===== config.mk =====
export PLATFORM = sky130hd
export DESIGN_NAME = key_frame_rx
export DESIGN_NICKNAME = d
export VERILOG_FILES = /design/src/rtl/key_pkg.sv /design/src/rtl/key_sync_edge.sv /design/src/rtl/key_frame_rx.sv
export SDC_FILE = /design/constraint.sdc
export NUM_CORES = 1
export LEC_CHECK = 0
export BUFFER_PORTS_ARGS = -buffer_cell sky130_fd_sc_hd__buf_4
export CAP_MARGIN = 20
export CORE_MARGIN = 2
export CORE_UTILIZATION = 50
export CTS_CLUSTER_DIAMETER = 60
export DETAILED_ROUTE_END_ITERATION = 10
export GPL_ROUTABILITY_DRIVEN = 0
export PLACE_DENSITY = 0.78
export SETUP_SLACK_MARGIN = 0.05
export SLEW_MARGIN = 10
export SYNTH_ARGS = -nofsm -noshare
export SYNTH_HDL_FRONTEND = slang
export SYNTH_HIERARCHICAL = 1
export SYNTH_SLANG_ARGS = --single-unit

===== constraint.sdc =====
create_clock -name sysClk -period 2.45 [get_ports sysClk]
set_clock_uncertainty 0.2 [all_clocks]
set_input_delay 0.49 -clock sysClk [delete_from_list [all_inputs] [get_ports sysClk]]
set_output_delay 0.49 -clock sysClk [all_outputs]
set_load 0.05 [all_outputs]

===== src/rtl/key_pkg.sv =====
// Shared types and constants for the keyboard frame receiver.
package key_pkg;

  typedef enum logic [1:0] {
    IDLE   = 2'd0,
    DATA   = 2'd1,
    PARITY = 2'd2,
    STOP   = 2'd3
  } rxState_t;

  localparam int FRAME_DATA_BITS = 8;

endpackage


===== src/rtl/key_sync_edge.sv =====
// Two-flop synchronizer for one raw keyboard line, plus a delayed copy
// used to flag a high-to-low transition of the synchronized level.
module key_sync_edge (
  input  logic sysClk,
  input  logic reset,
  input  logic raw_i,
  output logic level_o,
  output logic fall_o
);

  logic meta_q;
  logic sync_q;
  logic prev_q;

  // Lines idle high, so everything resets to 1 to avoid a false fall.
  always_ff @(posedge sysClk) begin
    if (reset) begin
      meta_q <= 1'b1;
      sync_q <= 1'b1;
      prev_q <= 1'b1;
    end else begin
      meta_q <= raw_i;
      sync_q <= meta_q;
      prev_q <= sync_q;
    end
  end

  assign level_o = sync_q;
  assign fall_o  = prev_q & ~sync_q;

endmodule


===== src/rtl/key_frame_rx.sv =====
// PS/2-style frame receiver: start, 8 data bits LSB first, odd parity, stop.
// Good bytes go to a one-deep valid/ready output register.
module key_frame_rx
  import key_pkg::*;
#(
  parameter int TIMEOUT_CYCLES = 50000
) (
  input  logic       sysClk,
  input  logic       reset,
  input  logic       keyClk,
  input  logic       keyData,
  output logic [7:0] code,
  output logic       codeValid,
  input  logic       codeReady,
  output logic       parityErr,
  output logic       frameErr,
  output logic       overrun,
  output logic       busy
);

  localparam int TO_W = $clog2(TIMEOUT_CYCLES);
  // Fires on the cycle the counter would step to TIMEOUT_CYCLES-1.
  localparam logic [TO_W-1:0] TO_LAST  = TO_W'(TIMEOUT_CYCLES - 2);
  localparam logic [2:0]      LAST_BIT = 3'(FRAME_DATA_BITS - 1);

  logic fall;
  logic data_lvl;
  logic clk_lvl_unused;
  logic data_fall_unused;

  key_sync_edge u_clk_sync (
    .sysClk (sysClk),
    .reset  (reset),
    .raw_i  (keyClk),
    .level_o(clk_lvl_unused),
    .fall_o (fall)
  );

  key_sync_edge u_data_sync (
    .sysClk (sysClk),
    .reset  (reset),
    .raw_i  (keyData),
    .level_o(data_lvl),
    .fall_o (data_fall_unused)
  );

  rxState_t                       state_q, state_d;
  logic [2:0]                     bit_cnt_q, bit_cnt_d;
  logic [FRAME_DATA_BITS-1:0]     sh_q, sh_d;
  logic                           par_q, par_d;
  logic [TO_W-1:0]                to_cnt_q, to_cnt_d;
  logic [FRAME_DATA_BITS-1:0]     code_q, code_d;
  logic                           valid_q, valid_d;
  logic                           perr_q, perr_d;
  logic                           ferr_q, ferr_d;
  logic                           ovr_q, ovr_d;
  logic                           deliver;
  logic                           load;

  always_ff @(posedge sysClk) begin
    if (reset) begin
      state_q   <= IDLE;
      bit_cnt_q <= '0;
      sh_q      <= '0;
      par_q     <= 1'b0;
      to_cnt_q  <= '0;
      code_q    <= '0;
      valid_q   <= 1'b0;
      perr_q    <= 1'b0;
      ferr_q    <= 1'b0;
      ovr_q     <= 1'b0;
    end else begin
      state_q   <= state_d;
      bit_cnt_q <= bit_cnt_d;
      sh_q      <= sh_d;
      par_q     <= par_d;
      to_cnt_q  <= to_cnt_d;
      code_q    <= code_d;
      valid_q   <= valid_d;
      perr_q    <= perr_d;
      ferr_q    <= ferr_d;
      ovr_q     <= ovr_d;
    end
  end

  always_comb begin
    state_d   = state_q;
    bit_cnt_d = bit_cnt_q;
    sh_d      = sh_q;
    par_d     = par_q;
    to_cnt_d  = '0;
    perr_d    = 1'b0;
    ferr_d    = 1'b0;
    deliver   = 1'b0;

    unique case (state_q)
      IDLE: begin
        if (fall) begin
          if (!data_lvl) begin
            state_d   = DATA;
            bit_cnt_d = '0;
          end else begin
            ferr_d = 1'b1;
          end
        end
      end
      DATA: begin
        if (fall) begin
          sh_d = {data_lvl, sh_q[FRAME_DATA_BITS-1:1]};
          if (bit_cnt_q == LAST_BIT) begin
            state_d   = PARITY;
            bit_cnt_d = '0;
          end else begin
            bit_cnt_d = bit_cnt_q + 3'd1;
          end
        end
      end
      PARITY: begin
        if (fall) begin
          par_d   = data_lvl;
          state_d = STOP;
        end
      end
      STOP: begin
        if (fall) begin
          state_d = IDLE;
          if (!data_lvl)               ferr_d  = 1'b1;
          else if (!(^{sh_q, par_q}))  perr_d  = 1'b1;
          else                         deliver = 1'b1;
        end
      end
      default: state_d = IDLE;
    endcase

    // Inter-fall watchdog, only armed while a frame is in progress.
    if (state_q != IDLE && !fall) begin
      if (to_cnt_q == TO_LAST) begin
        ferr_d   = 1'b1;
        state_d  = IDLE;
        to_cnt_d = '0;
      end else begin
        to_cnt_d = to_cnt_q + 1'b1;
      end
    end
  end

  // A byte may land in the same cycle the consumer drains the old one.
  assign load  = deliver & (~valid_q | codeReady);
  assign ovr_d = deliver & valid_q & ~codeReady;

  always_comb begin
    code_d  = code_q;
    valid_d = valid_q;
    if (load) begin
      code_d  = sh_q;
      valid_d = 1'b1;
    end else if (valid_q && codeReady) begin
      valid_d = 1'b0;
    end
  end

  assign code      = code_q;
  assign codeValid = valid_q;
  assign parityErr = perr_q;
  assign frameErr  = ferr_q;
  assign overrun   = ovr_q;
  assign busy      = (state_q != IDLE);

endmodule


==> summary.txt, run 1 <==
Flow run
  – MaxCap Viol Count: 0

Global routing
  – GR Util All Layers: 0.1550
  – Initial antenna violation count: 0
  – Total grt overflow: 0
  – First-pass GRT wire length: roughly 6100 um
  – Largest net degree at the start of global routing: 42
  – Number of global-route vias before repair: 1478

Place
  – # placed instances: 297
  – Setup WS pre-CTS: approximately 0.36 ns
  – IO buf count: 17
  – DP Wirelength: approximately 2500 um

Worst hold path
  – Hold Path Origin: keyData
  – Worst hold-check path type: in2reg

Route
  – Drt drc: 0
  – Post-Route WL: ~3700 um
  – Vias: 1668
  – Drt pass-1 iters: 4
  – Wire per inst: about 12 um
  – Vias per cell: roughly 5.5
  – Antenna-violating nets left: 0
  – Drt first-iter violations: 81

Logic synthesis
  – YS warnings: 6
  – Syn Inst Count: ~240
  – Mapped Area: ~2200 sq um
  – Syn nets: roughly 250
  – Avg Cell Area, Syn: around 9 sq um

Timing
  – Setup total negative slack: 0 ns
  – Slew headroom: 0.6617
  – Period utilization: 0.8801
  – Fin. max-slew vios: 0
  – Final hold viol count: 0
  – Fin crit period: ~2.2 ns
  – Max frequency: between 0.4 and 0.5 GHz
  – PnR worst setup slack: about 0.3 ns
  – Setup violations, final: 0
  – RSZ-0062 raised after global routing: false
  – Worst Tran Pin Value: between 0.5 and 0.6 ns

Worst setup path
  – CP Max Fanout: 11
  – Worst R2R Start: sh_q[6]
  – Reg-to-reg slack, setup: 0.35 ns
  – Req. time, crit path: approximately 1.8 ns
  – Critical path class: reg2out
  – Critical path endpoint category: output port
  – WP data arrival: about 1.5 ns
  – Startpoint types: flop
  – Critical Path Source: state_q[0]

CTS
  – CTS tree: done
  – CTS Hold Buffers Added: 0
  – CTS Buf Count: 5
  – Clk sinks: 47
  – Clock root cell: clkbuf_8
  – Clock Latency Late Sink: 0.30 ns
  – Clk buf depth: 2
  – Clk slew on worst S/H paths: approximately 0.080 ns
  – Resize count post-CTS: 0
  – # Post-CTS Setup Buffers: 0
  – H-tree Lvls: 2

Layout
  – Syn-to-layout area delta: 12.12%
  – Nets: around 270
  – Final instance count without filler cells: just over 300
  – Diode count: 0
  – Share of cells above drive strength 1: 0.1216

Power
  – VDD IR max: 0.3858 mV
  – PwrDens: 533.2 nW/um^2
  – Leakage: approximately 0.85 nW

Die
  – Die Y: between 60 and 70 um
  – Core area: a little over 4000 sq um
  – Die footprint: just under 5000 sq um
  – Initial core utilization: 0.5306
  – # IOs: 18
  – FP Rows: 23
  – Die X: around 70 um

Run status
  – Status: completed
-- registers in the layout (all words and copies together) (netlist names), 2 cells and up --
name and flops:
sh_q 8, code 8, bit_cnt_q 3, state_q 2
to_cnt_q 16
-- final cells by class --
cell class	instances	area (sq um)
Timing Repair Buffer	19	142.6
Fill cell	363	1655
Multi-Input combinational cell	176	1167
Clock buffer	6	82.58
Inverter	5	18.77
Sequential cell	47	940.9
Clock inverter	2	16.27
Tap cell	50	62.56
-- final timing paths --
kind / endpoint / cells past startpoint
max: busy / 4
min: u_data_sync/meta_q / 2
max reg2reg: code[3] / 4
min reg2reg: u_clk_sync/level_o / 1
-- worst max-delay path, stage by stage (launching register included) --
cell and delay (ns):
dfxtp_1 0.42, inv_1 0.09, ha_1 0.33, inv_1 0.12, buf_4 0.20
-- routing by layer --
| metal | share of wire | global-route usage |
|---|---|---|
| met3 | 0.041 | 0.04762 |
| met4 | 0.027 | 0.09615 |
| met5 | 0 | 0 |
| met2 | 0.44 | 0.2392 |
| met1 | 0.49 | 0.1880 |
-- placed cells by master, fill, tap and decap left out, types with 2 or more instances in the layout --
master and instances:
a21oi_1 16, a22oi_1 2, and2_1 3, and4_1 3, buf_4 19, clkbuf_8 6, dfxtp_1 47, ha_1 9
inv_1 5, mux2i_1 8, nand2_1 18, nand2b_1 17, nand3_1 16, nand3b_1 2, nand4_1 8, nor2_1 18
nor2b_1 3, nor3_1 2, nor4_1 3, o21ai_0 7, o22ai_1 2, or2_1 5, or2b_1 2, or3_1 5
xnor2_1 5, xnor3_1 2, xor2_1 9
-- metrics by stage --
step | cell area, sq um | hold WS [ns] | util | power (W)
2_1_floorplan | 2168 | 0.1854 | - | 0.0008113
3_3_place_gp | 2332 | 0.1908 | 0.5707 | 0.0008223
3_5_place_dp | 2332 | 0.1971 | 0.5707 | 0.0008226
4_1_cts | 2431 | 0.1543 | 0.5949 | 0.001318
5_1_grt | 2431 | 0.1478 | 0.5949 | 0.001352
6_report | 2431 | 0.1670 | 0.5949 | 0.001296
-- where the power goes --
group          switching [W]  total (W)  leakage [nW]  internal [W]
logic              0.0000209  0.0000348         0.426     0.0000139
clock network       0.000261   0.000492        0.0474      0.000230
registers         0.00000242   0.000770         0.380      0.000767
total               0.000285    0.00130         0.853       0.00101
Power figures use the tool's default switching activity.
==> run 2: changes to the inputs <==
==> constraint.sdc (replaced) <==
create_clock -name sysClk -period 2.1 [get_ports sysClk]
set_clock_uncertainty 0.2 [all_clocks]
set_input_delay 0.42 -clock sysClk [delete_from_list [all_inputs] [get_ports sysClk]]
set_output_delay 0.42 -clock sysClk [all_outputs]
set_load 0.05 [all_outputs]
==> run 2 against run 1 <==
Clock-buffer cell count unchanged. Clock power up 40%. Sequential power increased by 16%. Flip-flop and latch count did not move. Via count is 0.36% lower. Critical path type unchanged. Critical endpoint unchanged.
==> summary.txt, run 2 (synthesis gave the netlist of run 1 again) <==
Run status
  – Status: completed

Worst setup path
  – CP Max Fanout: 11 (unchanged)
  – WP data arrival: 1.33 ns (-0.14 ns)
  – CP Cell Sequence: buf_4, inv_1, ha_4, inv_1, buf_6
  – Critical path class: reg2out
  – Critical path endpoint category: output port
  – Startpoint types: flop
  – CP max stage delay: 0.32 ns (-0.10 ns)
  – Req. time, crit path: 1.48 ns (-0.28 ns)
  – Most frequent CP cell: inv_1
  – Reg-to-reg slack, setup: 0.16 ns (-0.19 ns)
  – Critical path's slowest cell: dfxtp_1

Timing
  – Setup violations, final: 0 (unchanged)
  – Worst Tran Pin Value: 0.4998 ns (-0.006416 ns)
  – Slew headroom: 0.6660 (+0.004288)
  – Final hold viol count: 0 (unchanged)
  – PnR worst setup slack: 0.1526 ns (-0.1413 ns)
  – RSZ-0062 raised after global routing: false
  – Setup total negative slack: 0 ns (unchanged)
  – Fin crit period: 1.947 ns
  – Period utilization: 0.9273
  – Max frequency: between 0.5 and 0.6 GHz
  – Fin. max-slew vios: 0 (unchanged)

Power
  – Leakage: 0.8879 nW (+4.1%)
  – PwrDens: 649.2 nW/um^2 (+22%)
  – Pwr Total: 0.001631 W (+26%)
  – VDD IR max: 0.4753 mV (+23%)

Global routing
  – Largest net degree at the start of global routing: 42 (unchanged)
  – Total grt overflow: 0 (unchanged)
  – Number of global-route vias before repair: 1482 (+0.27%)
  – GR Util All Layers: 0.1594 (+0.004453)
  – Initial antenna violation count: 0 (unchanged)
  – First-pass GRT wire length: 6375 um (+3.9%)

Die
  – FP Rows: 23 (unchanged)
  – # IOs: 18 (unchanged)
  – Die footprint: 4880 sq um (unchanged)
  – Core area: 4086 sq um (unchanged)
  – Initial core utilization: 0.5306 (unchanged)
  – Die Y: 69.86 um (unchanged)
  – Die X: 69.86 um (unchanged)

Route
  – Post-Route WL: 3715 um (+0.11%)
  – Drt first-iter violations: 88 (+8.6%)
  – Wire per inst: 12.02 um (-1.2%)
  – Drt pass-1 iters: 4 (unchanged)
  – Vias: 1662 (-0.36%)
  – Drt drc: 0 (unchanged)
  – Vias per cell: 5.379 (-1.6%)
  – Antenna-violating nets left: 0 (unchanged)

CTS
  – Clk buf depth: 2 (unchanged)
  – Clk slew on worst S/H paths: 0.08 ns (about the same)
  – Clock root cell: clkbuf_8
  – Clock Latency Late Sink: 0.31 ns (about the same)
  – H-tree Lvls: 2 (unchanged)
  – Clk sinks: 47 (unchanged)
  – CTS tree: done
  – CTS Hold Buffers Added: 0 (unchanged)
  – CTS Buf Count: 5 (unchanged)

Layout
  – Syn-to-layout area delta: 15.87%
  – Max FFs per register: 16 (unchanged)
  – Most frequent cells in the layout: 46 x dfxtp_1, 21 x buf_4, 18 x nand2_1, 18 x nor2_1, 17 x nand2b_1
  – Final Util: 0.6148 (+0.01990)
  – Most flops, register: to_cnt_q
  – Diode count: 0 (unchanged)
  – Final instance area: 2512 sq um (+3.3%)
  – Nets: 272 (+1.5%)
  – Commonest non-fill, non-tap cell in the layout: dfxtp_1
  – Share of cells above drive strength 1: 0.1467 (+0.02515)

Worst hold path
  – Worst hold-check path type: in2reg

Place
  – DP Wirelength: 2542 um (+1.6%)
  – Setup WS pre-CTS: 0.01972 ns (-0.3446 ns)
  – IO buf count: 17 (unchanged)
  – Dpl cell area: 2347 sq um (+0.64%)

Flow run
  – MaxCap Viol Count: 0 (unchanged)
[run 2: what timing repair did]
item	in CTS	in global routing
pin swaps	0	2
setup endpoints to repair	9	9
resized for setup	1	4
buffers inserted	1	1
[run 2: path summary, 6_finish.rpt]
| check | endpoint | startpoint | depth (start not counted) |
|---|---|---|---|
| setup / recovery | busy | state_q[0] | 5 |
| hold / removal | u_data_sync/meta_q | keyData | 2 |
| setup reg to reg | code[3] | par_q | 5 |
| hold reg to reg | u_clk_sync/level_o | u_clk_sync/meta_q | 1 |
[run 2: critical path, delay by kind of cell, from the launching register on]
kind / cells / cell delay [ns]
flops: 1 / 0.32
buf+inv: 4 / 0.49
fa+ha+maj: 1 / 0.21
[run 2: power breakdown]
part / internal [W] / switching, W
combinational: 0.0000180 / 0.0000259
clock: 0.000385 / 0.000305
sequential: 0.000895 / 0.00000157
[run 2: final cells by class]
class                   count  area (sq um)
fillers                   379          1574
flip-flops and latches     47         942.2
clock inverters             2         35.03
multi-input cells         176          1182
inverters                   5         18.77
clock buffers               6         82.58
repair buffers             23         188.9
well taps                  50         62.56
[run 2: routing by layer]
metal  track usage  vias up  routed length, um
met5             0        -                  0
met4       0.07692        0                 80
met3       0.04618        8                136
met2        0.2540       21               1697
met1        0.1976      768               1801
li1              -      865                  -
[run 2: through the flow]
stage | hold WS (ns) | std cells
after detailed placement | 0.1938 | 299
after floorplan | 0.1854 | 239
after CTS | 0.08573 | 308
after global routing | 0.09628 | 309
final | 0.09138 | 309
after global placement | 0.1916 | 299
==> run 3: changes to the inputs <==
--- a/config.mk
+++ b/config.mk
@@ -5,14 +5,14 @@
 export SDC_FILE = /design/constraint.sdc
 export NUM_CORES = 1
 export LEC_CHECK = 0
-export BUFFER_PORTS_ARGS = -buffer_cell sky130_fd_sc_hd__buf_4
 export CAP_MARGIN = 20
 export CORE_MARGIN = 2
 export CORE_UTILIZATION = 50
 export CTS_CLUSTER_DIAMETER = 60
 export DETAILED_ROUTE_END_ITERATION = 10
+export DONT_BUFFER_PORTS = 1
 export GPL_ROUTABILITY_DRIVEN = 0
-export PLACE_DENSITY = 0.78
+export PLACE_DENSITY = 0.74
 export SETUP_SLACK_MARGIN = 0.05
 export SLEW_MARGIN = 10
 export SYNTH_ARGS = -nofsm -noshare
==> run 3 against run 2 <==
Via count down 2.3%. Critical endpoint unchanged. Clock power down 3.8%. Largest cell class unchanged. Global-route usage up 1.2 points.
==> summary.txt, run 3 (synthesis gave the netlist of run 1 again) <==
Worst setup path
  – CP Max Fanout: 11 (unchanged)
  – Critical path class: reg2out
  – Req. time, crit path: 1.48 ns (about the same)
  – Startpoint types: flop
  – Critical path endpoint category: output port
  – WP data arrival: 1.37 ns (+0.04 ns)

Timing
  – Final hold viol count: 0 (unchanged)
  – RSZ-0062 raised after global routing: true
  – Setup total negative slack: 0 ns (unchanged)
  – Hold Worst Slack: 0.01227 ns (-0.07911 ns)
  – Fin crit period: 1.986 ns (+0.03889 ns)
  – Max frequency: 0.5034 GHz (-2.0%)
  – Worst Tran Pin Value: 0.6634 ns (+0.1636 ns)
  – Period utilization: 0.9459 (+0.01852)
  – Slew headroom: 0.5563 (-0.1097)
  – Fin. max-slew vios: 0 (unchanged)
  – Setup violations, final: 0 (unchanged)

Layout
  – Diode count: 0 (unchanged)
  – Nets: 260 (-4.4%)
  – Most frequent cells in the layout: 46 x dfxtp_1, 18 x nand2_1, 18 x nor2_1
  – Final instance area: 2419 sq um (-3.7%)
  – Syn-to-layout area delta: 11.54%
  – Most flops, register: to_cnt_q
  – Max FFs per register: 16 (unchanged)
  – Share of cells above drive strength 1: 0.08907 (-0.05765)
  – Final instance count without filler cells: 297 (-3.9%)
  – Fillers: 371 (-2.1%)
  – Commonest non-fill, non-tap cell in the layout: dfxtp_1

Global routing
  – GR Util All Layers: 0.1710 (+0.01152)
  – Total grt overflow: 0 (unchanged)
  – Number of global-route vias before repair: 1572 (+6.1%)
  – First-pass GRT wire length: 6879 um (+7.9%)
  – Initial antenna violation count: 0 (unchanged)
  – Largest net degree at the start of global routing: 27 (-36%)

Worst hold path
  – Worst hold-check path type: in2reg

CTS
  – H-tree Lvls: 2 (unchanged)
  – CTS Buf Count: 5 (unchanged)
  – Clock Latency Late Sink: 0.30 ns (about the same)
  – CTS tree: done
  – Clock root cell: clkbuf_8
  – Clk buf depth: 2 (unchanged)
  – Clk sinks: 47 (unchanged)
  – Clk slew on worst S/H paths: 0.09 ns (about the same)

Die
  – FP Rows: 23 (unchanged)
  – Core area: 4086 sq um (unchanged)
  – Die footprint: 4880 sq um (unchanged)
  – # IOs: 18 (unchanged)
  – Initial core utilization: 0.5306 (unchanged)
  – Die X: 69.86 um (unchanged)
  – Die Y: 69.86 um (unchanged)

Power
  – Leakage: 0.8205 nW (-7.6%)
  – PwrDens: 661.2 nW/um^2 (+1.9%)
  – Pwr Total: 0.001599 W (-1.9%)
  – VDD IR max: 0.4875 mV (+2.6%)

Place
  – DP Wirelength: 2471 um (-2.8%)
  – IO buf count: 0 (-17)
  – # placed instances: 285 (-4.7%)
  – Dpl cell area: 2242 sq um (-4.5%)

Route
  – Wire per inst: 13.35 um (+11%)
  – Vias per cell: 5.468 (+1.7%)
  – Antenna-violating nets left: 0 (unchanged)
  – Drt pass-1 iters: 4 (unchanged)
  – Vias: 1624 (-2.3%)
  – Drt first-iter violations: 58 (-34%)
  – Post-Route WL: 3965 um (+6.7%)
  – Drt drc: 0 (unchanged)

Run status
  – Status: completed

Flow run
  – MaxCap Viol Count: 0 (unchanged)
run 3: changes by cell type in the layout (fill, tap and decap cells not counted), sizes merged:
cell,previous run,this run
dlygate4sd3,0,3
clkbuf,6,5
clkinv,1,2
buf,23,8
run 3: per-layer routing:
metal	vias to the layer above	wire length (um)	global-route usage
li1	835	-	-
met5	-	0	0
met3	4	148	0.05772
met1	762	1933	0.2112
met4	0	33	0.06624
met2	23	1850	0.2751
run 3: per-stage QoR:
stage	utilization	worst slack (ns)
after floorplan	-	0.1558
after global placement	0.5487	0.07470
after detailed placement	0.5487	0.04515
after CTS	0.5867	0.08826
after global routing	0.5919	0.04521
final	0.5919	0.1137
run 3: area by class of cell:
class	instances	area, sq um	share of cell area
multi-input cells	176	1180	0.4878
flip-flops and latches	47	942.2	0.3896
clock inverters	3	43.79	0.01811
well taps	50	62.56	0.02587
clock buffers	5	68.82	0.02845
repair buffers	11	102.6	0.04242
inverters	5	18.77	0.007760
run 3: worst paths after layout:
check	from	endpoint	depth (start not counted)	slack, ns
worst max-delay path	state_q[0]	busy	5	0.11
worst max register to register	par_q	code[2]	5	0.14
worst min register to register	u_data_sync/meta_q	u_data_sync/level_o	1	0.21
worst min-delay path	keyClk	u_clk_sync/meta_q	1	0.01
run 3: worst max-delay path, stage by stage, from the launching register on:
cell and delay [ns]:
dfxtp_1 0.32, buf_4 0.15, inv_1 0.11, ha_4 0.21, inv_1 0.09, buf_4 0.19
run 3: what timing repair did:
item | in CTS | in global routing
buffers inserted | 1 | 0
hold buffers | 1 | 2
setup endpoints to repair | 9 | 7
pin swaps | 0 | 2
endpoints found under the hold margin | 16 | 1
resized for setup | 2 | 1
run 3: where the power goes:
part	internal (W)	switching, W	total (W)
sequential	0.000895	0.00000351	0.000899
clock	0.000355	0.000309	0.000664
combinational	0.0000164	0.0000200	0.0000364
total	0.00127	0.000333	0.00160
